<file path="src/rtl/led_pkg.sv">
// Shared types for the LED pattern generator: mode encoding and BOUNCE direction state.
package led_pkg;

  typedef enum logic [1:0] {
    MODE_SHL    = 2'd0,
    MODE_SHR    = 2'd1,
    MODE_BOUNCE = 2'd2,
    MODE_FILL   = 2'd3
  } mode_e;

  typedef enum logic {
    BNC_UP   = 1'b0,
    BNC_DOWN = 1'b1
  } bounce_e;

endpackage

</file>
<file path="src/rtl/led_prescaler.sv">
// Step prescaler: counts enabled cycles and ticks once every step_div+1 of them.
module led_prescaler #(
  parameter int unsigned DIV_W = 24
) (
  input  logic             clock,
  input  logic             reset,
  input  logic             enable_i,
  input  logic             clear_i,
  input  logic [DIV_W-1:0] step_div_i,
  output logic             tick_c
);

  logic [DIV_W-1:0] cnt_q, cnt_d;

  // >= rather than == so a lowered step_div takes effect on the next enabled edge
  always_comb begin
    cnt_d  = cnt_q;
    tick_c = 1'b0;
    if (clear_i) begin
      cnt_d = '0;
    end else if (enable_i) begin
      if (cnt_q >= step_div_i) begin
        tick_c = 1'b1;
        cnt_d  = '0;
      end else begin
        cnt_d = cnt_q + DIV_W'(1);
      end
    end
  end

  always_ff @(posedge clock) begin
    if (reset) cnt_q <= '0;
    else       cnt_q <= cnt_d;
  end

endmodule

</file>
<file path="src/rtl/led_pattern_gen.sv">
// LED pattern generator (SHL/SHR/BOUNCE/FILL) with registered step pulse.
// Optional brightness PWM on the LED drive is enabled by defining LED_PWM_EN.
module led_pattern_gen
  import led_pkg::*;
#(
  parameter int unsigned N_LED = 8,
  parameter int unsigned DIV_W = 24,
  parameter int unsigned PWM_W = 4
) (
  input  logic             clock,
  input  logic             reset,
  input  logic             enable,
  input  logic [1:0]       mode,
  input  logic [DIV_W-1:0] step_div,
`ifdef LED_PWM_EN
  input  logic [PWM_W-1:0] duty,
`endif
  output logic [N_LED-1:0] leds,
  output logic             step
);

  if ((N_LED < 2) || (N_LED > 32) || (PWM_W < 1)) begin : g_bad_param
    $error("led_pattern_gen: illegal N_LED or PWM_W");
  end

  logic [N_LED-1:0] pattern_q, pattern_d;
  logic [N_LED-1:0] leds_q, leds_d;
  bounce_e          bounce_q, bounce_d;
  mode_e            mode_q, mode_d;
  logic             step_q, step_d;
  logic             mode_chg_c;
  logic             tick_c;

  assign mode_chg_c = (mode_e'(mode) != mode_q);

  led_prescaler #(.DIV_W(DIV_W)) u_prescaler (
    .clock      (clock),
    .reset      (reset),
    .enable_i   (enable),
    .clear_i    (mode_chg_c),
    .step_div_i (step_div),
    .tick_c     (tick_c)
  );

`ifdef LED_PWM_EN
  logic [PWM_W-1:0] pwm_q, pwm_d;
  assign pwm_d = pwm_q + PWM_W'(1);

  always_ff @(posedge clock) begin
    if (reset) pwm_q <= '0;
    else       pwm_q <= pwm_d;
  end
`endif

  // Next pattern; a mode change restarts the sequence and wins over a tick
  always_comb begin
    pattern_d = pattern_q;
    bounce_d  = bounce_q;
    mode_d    = mode_q;
    step_d    = 1'b0;
    if (mode_chg_c) begin
      pattern_d = N_LED'(1);
      bounce_d  = BNC_UP;
      mode_d    = mode_e'(mode);
    end else if (tick_c) begin
      step_d = 1'b1;
      case (mode_q)
        MODE_SHL: pattern_d = {pattern_q[N_LED-2:0], pattern_q[N_LED-1]};
        MODE_SHR: pattern_d = {pattern_q[0], pattern_q[N_LED-1:1]};
        MODE_BOUNCE: begin
          if (bounce_q == BNC_UP) begin
            if (pattern_q[N_LED-1]) begin
              bounce_d  = BNC_DOWN;
              pattern_d = pattern_q >> 1;
            end else begin
              pattern_d = pattern_q << 1;
            end
          end else begin
            if (pattern_q[0]) begin
              bounce_d  = BNC_UP;
              pattern_d = pattern_q << 1;
            end else begin
              pattern_d = pattern_q >> 1;
            end
          end
        end
        MODE_FILL: pattern_d = (&pattern_q) ? N_LED'(1) : {pattern_q[N_LED-2:0], 1'b1};
        default:   pattern_d = N_LED'(1);
      endcase
    end
`ifdef LED_PWM_EN
    leds_d = ((pwm_d < duty) || (&duty)) ? pattern_d : '0;
`else
    leds_d = pattern_d;
`endif
  end

  always_ff @(posedge clock) begin
    if (reset) begin
      pattern_q <= N_LED'(1);
      leds_q    <= N_LED'(1);
      bounce_q  <= BNC_UP;
      mode_q    <= mode_e'(mode);
      step_q    <= 1'b0;
    end else begin
      pattern_q <= pattern_d;
      leds_q    <= leds_d;
      bounce_q  <= bounce_d;
      mode_q    <= mode_d;
      step_q    <= step_d;
    end
  end

  assign leds = leds_q;
  assign step = step_q;

endmodule

</file>
<file path="config.mk">
export PLATFORM = sky130hd
export DESIGN_NAME = led_pattern_gen
export DESIGN_NICKNAME = d
export VERILOG_FILES = /design/src/rtl/led_pkg.sv /design/src/rtl/led_prescaler.sv /design/src/rtl/led_pattern_gen.sv
export SDC_FILE = /design/constraint.sdc
export NUM_CORES = 1
export LEC_CHECK = 0
export ABC_AREA = 1
export CAP_MARGIN = 20
export CORE_MARGIN = 3
export CORE_UTILIZATION = 55
export CTS_CLUSTER_SIZE = 28
export DETAILED_ROUTE_END_ITERATION = 8
export GPL_TIMING_DRIVEN = 0
export PLACE_DENSITY = 0.85
export SKIP_LAST_GASP = 1
export SLEW_MARGIN = 30
export SYNTH_ARGS = -nofsm -noshare
export SYNTH_HDL_FRONTEND = slang
export SYNTH_SLANG_ARGS = --single-unit
</file>
<file path="constraint.sdc">
create_clock -name clock -period 2.49 [get_ports clock]
set_clock_uncertainty 0.05 [all_clocks]
set_input_delay 0.249 -clock clock [delete_from_list [all_inputs] [get_ports clock]]
set_output_delay 0.249 -clock clock [all_outputs]
set_load 0.01 [all_outputs]
</file>
# After elaboration in Yosys (flattened, before gate mapping)
# Index checks and enable logic that the tools add are counted.
# W data, S select, Z words.
[op_classes] n_addsub=1 multipliers=0 div=0 magnitude_cmp=1 eq_ne=4 shift=0 n_mux=15 n_bitwise=0 reduce_logical=5
[ops] cell="$mux W8" count=4
[ops] cell="$pmux W8 S4" count=1
[ops] cell="$add A24 B1 Y24 const B" count=1
[ops] cell="$ge A24 B24 Y1" count=1
[ops] cell="$mux W24" count=1
[ops] cell="$reduce_and A8 Y1" count=1
[ops] cell="$mux W1" count=7
[ops] cell="$eq A2 B2 Y1 const B" count=2
[ops] cell="$mux W2" count=2
[ops] cell="$eq A2 B1 Y1 const B" count=1
[ops] cell="$logic_not A2 Y1" count=1
[ops] cell="$ne A2 B2 Y1" count=1
[ops] cell="$reduce_and A2 Y1" count=1
[ops] cell="$reduce_bool A2 Y1" count=1
[ops] cell="$reduce_or A2 Y1" count=1
[word_totals] register_bits=36 latch_bits=0 ramBits=0 romBits=0 input_bits=29 output_inout_bits=9 elab_cells=31 mem_count=0

# Logic depth before layout (Yosys ltp)
[logic_depth] word_depth=5 depth_mapped=15 depth_no_buf=15

# By module
# From an unflattened synthesis, not the netlist that was laid out.
[unflattened] hier_cells=403 hier_area_um2=2748.9
[modules_own_cells] module="led_prescaler" n_inst=1 cells_per_inst=298 area_per_inst_um2=1971.9 seq_area_each_um2=480.5
[modules_own_cells] module="led_pattern_gen" n_inst=1 cells_per_inst=105 area_per_inst_um2=777.0 seq_area_each_um2=260.2

# Worst setup path before layout
# Ideal clock, no wire load.
[synth_timing] path_type="reg2reg" start="register u_prescaler.cnt_q[6]" end="register u_prescaler.cnt_q[2]" setup_ns=0.073 arrival_time_ns=1.675 required_time_ns=2.367 slack_ns=0.692 path_stages_with_launch=14 path_buffers=1 synth_period_minus_slack_ns=1.798 path_cell_list="dfxtp_1 ha_1 nand2_1 inv_1 nand2_1 nand2_1 a21oi_1 nand2_1 nand2_1 nand2_2 nand2_1 nand2_4 buf_6 nor3_2"
[synth_via] elab_chain_cells=2
[synth_lines] item="from (decl)" line_no="led_prescaler.sv:13" text="logic [DIV_W-1:0] cnt_q, cnt_d;"
[synth_lines] item="from (signal assigned)" line_no="led_prescaler.sv:33" text="else cnt_q <= cnt_d;"
[synth_lines] item="$ge A24 B24 Y1" line_no="led_prescaler.sv:22" text="if (cnt_q >= step_div_i) begin"
[synth_lines] item="$mux W24" line_no="led_prescaler.sv:22"
# Every way passes these cells.
# A chain may end at the register's enable or synchronous reset.

# Worst setup path after layout
[layout_timing] start="input port step_div[15]" end="register leds_q[5] (netlist: leds[5])"
[layout_via] elab_chain_cells=4
[layout_lines] item="from (decl)" line_no="led_pattern_gen.sv:14" text="input logic [DIV_W-1:0] step_div,"
[layout_lines] item="$ge A24 B24 Y1" line_no="led_prescaler.sv:22"
[layout_lines] item="$mux W1" line_no="led_prescaler.sv:22"
[layout_lines] item="$mux W1" line_no="led_prescaler.sv:21" text="end else if (enable_i) begin"
[layout_lines] item="$mux W1" line_no="led_prescaler.sv:19" text="if (clear_i) begin"
[layout_lines] item="to (signal assigned)" line_no="led_pattern_gen.sv:107" text="leds_q <= leds_d;"
[layout_lines] item="to (decl)" line_no="led_pattern_gen.sv:27" text="logic [N_LED-1:0] leds_q, leds_d;"
# Every way passes these cells.

==> metrics.yaml <==
drt:
  drt_first_iter_violations: 255
  wirelength_microns: 6250
  antenna_left: 0
  viasPerCell: 5.35
  wl_per_cell_microns: 12.5
  drc_errors: 0
  vias: 2675
  first_pass_iters: 5
floorplanning:
  fp.dieH_microns: 76.1
  core_area_sq_um: 4530
  num_rows: 24
  io_pins: 38
  initial_utilization: 0.595
  die-area_sq_um: 5780
  die_x_microns: 76.1
worst_setup_path:
  r2r_end: "leds[5]"
  crit_cells: 13
  max_stage_delay_ns: 0.45
  critical_path_class: "input port to flip-flop"
  worstPathArrival_ns: 2.46
  timing.critical_path.buf_inv: 3
  startpoint_type: "input port"
  critPathSlowestCell: "clkdlybuf4s50_1"
  r2r_start: "u_prescaler.cnt_q[15]"
  r2r_cells: 11
  crit_required_ns: 2.68
  critPathMaxFanout: 10
  reg2reg_slack_ns: 0.25
  cp_top_family: "simple AND/OR/NAND/NOR gates"
  crit_path_end_kind: "flip-flop"
  crit_chain: "clkdlybuf4s50_1, inv_1, ha_1, nand2_1, nor2_1, nand4_1, nor2_1, nand2_1, nand2_2, nand3_1, nand2_1, inv_1, nor2_1"
clock_tree:
  cts_setup_buffers: 0
  cts-root-buf: "clkbuf_8"
  cts-htree-levels: 2
  cts_hold_buffers: 0
  cts_tree: "yes"
  clkLatencyLatePin_ns: 0.30
  clk_pin_slew_ns: 0.09
  cts.sinks: 36
  cts_resized: 0
  cts-buffers-inserted: 5
  max-clock-path-buffers: 2
logic_synthesis:
  ys_warn_count: 0
  ys_seq_area_frac: 0.274
  synth_top_family_by_area: "simple AND/OR/NAND/NOR gates"
  synth_most_common_cell: "nand2_1"
  synth_common_cells: "nand2_1, inv_1, nor2_1, dfxtp_1, ha_1"
  synth_edf_count: 2
  synth-simple-area-share: 0.389
  yosysTopAreaCell: "dfxtp_1"
  synth.area.top_cells: "dfxtp_1, nand2_1, ha_1"
  synth_area_sq_um: 2700
  synth.distinct_cells: 38
  synth-async-reset-ratio: 0
  synth_compound_area_frac: 0.0848
  synth_top_area_frac: 0.252
  synth_nets: 445
  syn_avg_cell_area_sq_um: 6.90
  synth_seq_cells: 36
  synth-xor-area-share: 0.0292
  yosys.area_share.adder: 0.116
  synthFlopType: "dfxtp_1"
  synthCells: 391
  synthMuxAreaShare: 0
sta:
  slew_violations: 0
  rsz0062_at_grt: "no"
  worst_slew_pin_slew_ns: 0.466
  post-route-period-util: 0.911
  fin_crit_ns: 2.27
  fmax_mhz: 441
  relSlewSlack: 0.690
  worst_slack_ns: 0.222
  finalHoldViolCount: 0
  setup_violations: 0
global_route:
  grt_pass1_wl_microns: 10900
  track_usage: 0.223
  grt_start_max_net_pins: 14
  grt_pass1_vias: 2459
  grt_overflow_total: 0
  grt_antenna_before_repair: 0
power:
  ir_drop_v: 0.000364
  power_density_nw_per_um2: 398
  p_leak_nw: 1.48
worst_hold_path:
  hold_path.class: "input port to flip-flop"
  hp-start: "enable"
  whs_endpoint: "step"
  min_path_cells: 3
finish:
  nNetsFinal: 488
  fin_cells: 500
  layout-drive-gt1-share: 0.113
  n_fill_cell: 386
  multiInputGateArea_sq_um: 1670
  ff_latch_area_sq_um: 741
  antenna_cells: 0
  final_core_util: 0.718
  areaGrowthSynthToFinish_pct: 20.6
outcome:
  outcome: "finished clean"
placement:
  port_buffers: 36
  gp_congestion: 0.962
  place_inst: 492
  pre_cts_ws_ns: -0.0600
  dpl.hpwl_microns: 4850
run:
  drv_cap: 0
[power by group]
part / internal (mW) / switching (mW)
logic: 0.0729 / 0.0877
clock network: 0.302 / 0.245
registers: 0.584 / 0.00504
total: 0.959 / 0.338
[cell families (layout without fill, tap and decap cells)]
kind of cell,after synthesis,count (layout)
simple gates,212,212
fa+ha+maj,25,25
compound gates,38,38
buf+inv,71,115
xor+xnor,9,9
flops,36,36
[cell type report]
cell class | count | area share
Tap cell | 65 | 0.0250
Inverter | 67 | 0.0788
Buffer | 4 | 0.00961
Clock buffer | 5 | 0.0211
Sequential cell | 36 | 0.228
Timing Repair Buffer | 36 | 0.111
Multi-Input combinational cell | 284 | 0.513
Clock inverter | 3 | 0.0142
[per-stage QoR]
stage | hold slack [ns] | power [mW] | TNS (ns) | instance area [sq um]
after global routing | 0.390 | 1.35 | 0 | 3260
after global placement | 0.452 | 0.758 | -0.445 | 3140
after floorplan | 0.298 | 0.695 | 0 | 2700
after detailed placement | 0.456 | 0.763 | -0.976 | 3140
after CTS | 0.341 | 1.30 | 0 | 3260
final | 0.344 | 1.30 | 0 | 3260
[worst max-delay path by stage]
| stage | start | to |
|---|---|---|
| final | step_div[15] | leds[5] |
| after detailed placement | step_div[15] | u_prescaler.cnt_q[11] |
| after global placement | step_div[15] | u_prescaler.cnt_q[2] |
| after floorplan | u_prescaler.cnt_q[6] | u_prescaler.cnt_q[2] |
| after global routing | u_prescaler.cnt_q[6] | u_prescaler.cnt_q[5] |
| after CTS | step_div[15] | u_prescaler.cnt_q[5] |
[metal layers]
metal	GRT usage	wire (microns)	up-vias
met5	0	0	-
met2	0.376	3020	113
li1	-	-	1340
met1	0.288	2710	1205
met4	0.0707	86	0
met3	0.0414	430	17
[layout by cell type (no fill, tap or decap), types with 4 or more instances in the layout]
cell type,netlist,routed
a21oi_1,20,20
inv_1,65,65
nor2_2,9,9
nand3_1,13,13
nor3_2,6,6
xor2_1,6,6
nor3_1,14,14
clkbuf_8,0,5
nand2_2,6,6
nand2_4,4,4
clkdlybuf4s50_1,0,36
o21ai_0,4,4
ha_1,25,25
nor2_1,46,46
nand4_1,15,15
nand2_1,88,88
dfxtp_1,34,34
[worst register-to-register path, cell delays in order, from the launching register on]
cell	delay, ns
dfxtp_1	0.38
ha_1	0.32
nand2_1	0.07
nor2_1	0.19
nand4_1	0.17
nor2_1	0.12
nand2_1	0.09
nand2_2	0.20
nand3_1	0.31
nand2_1	0.17
inv_1	0.05
nor2_1	0.09
[sequential cells by signal (all words and copies together), names as in the netlist]
register and count:
bounce_q 1, step 1, mode_q 2, u_prescaler.cnt_q 24, leds 8
Power figures use the tool's default switching activity.
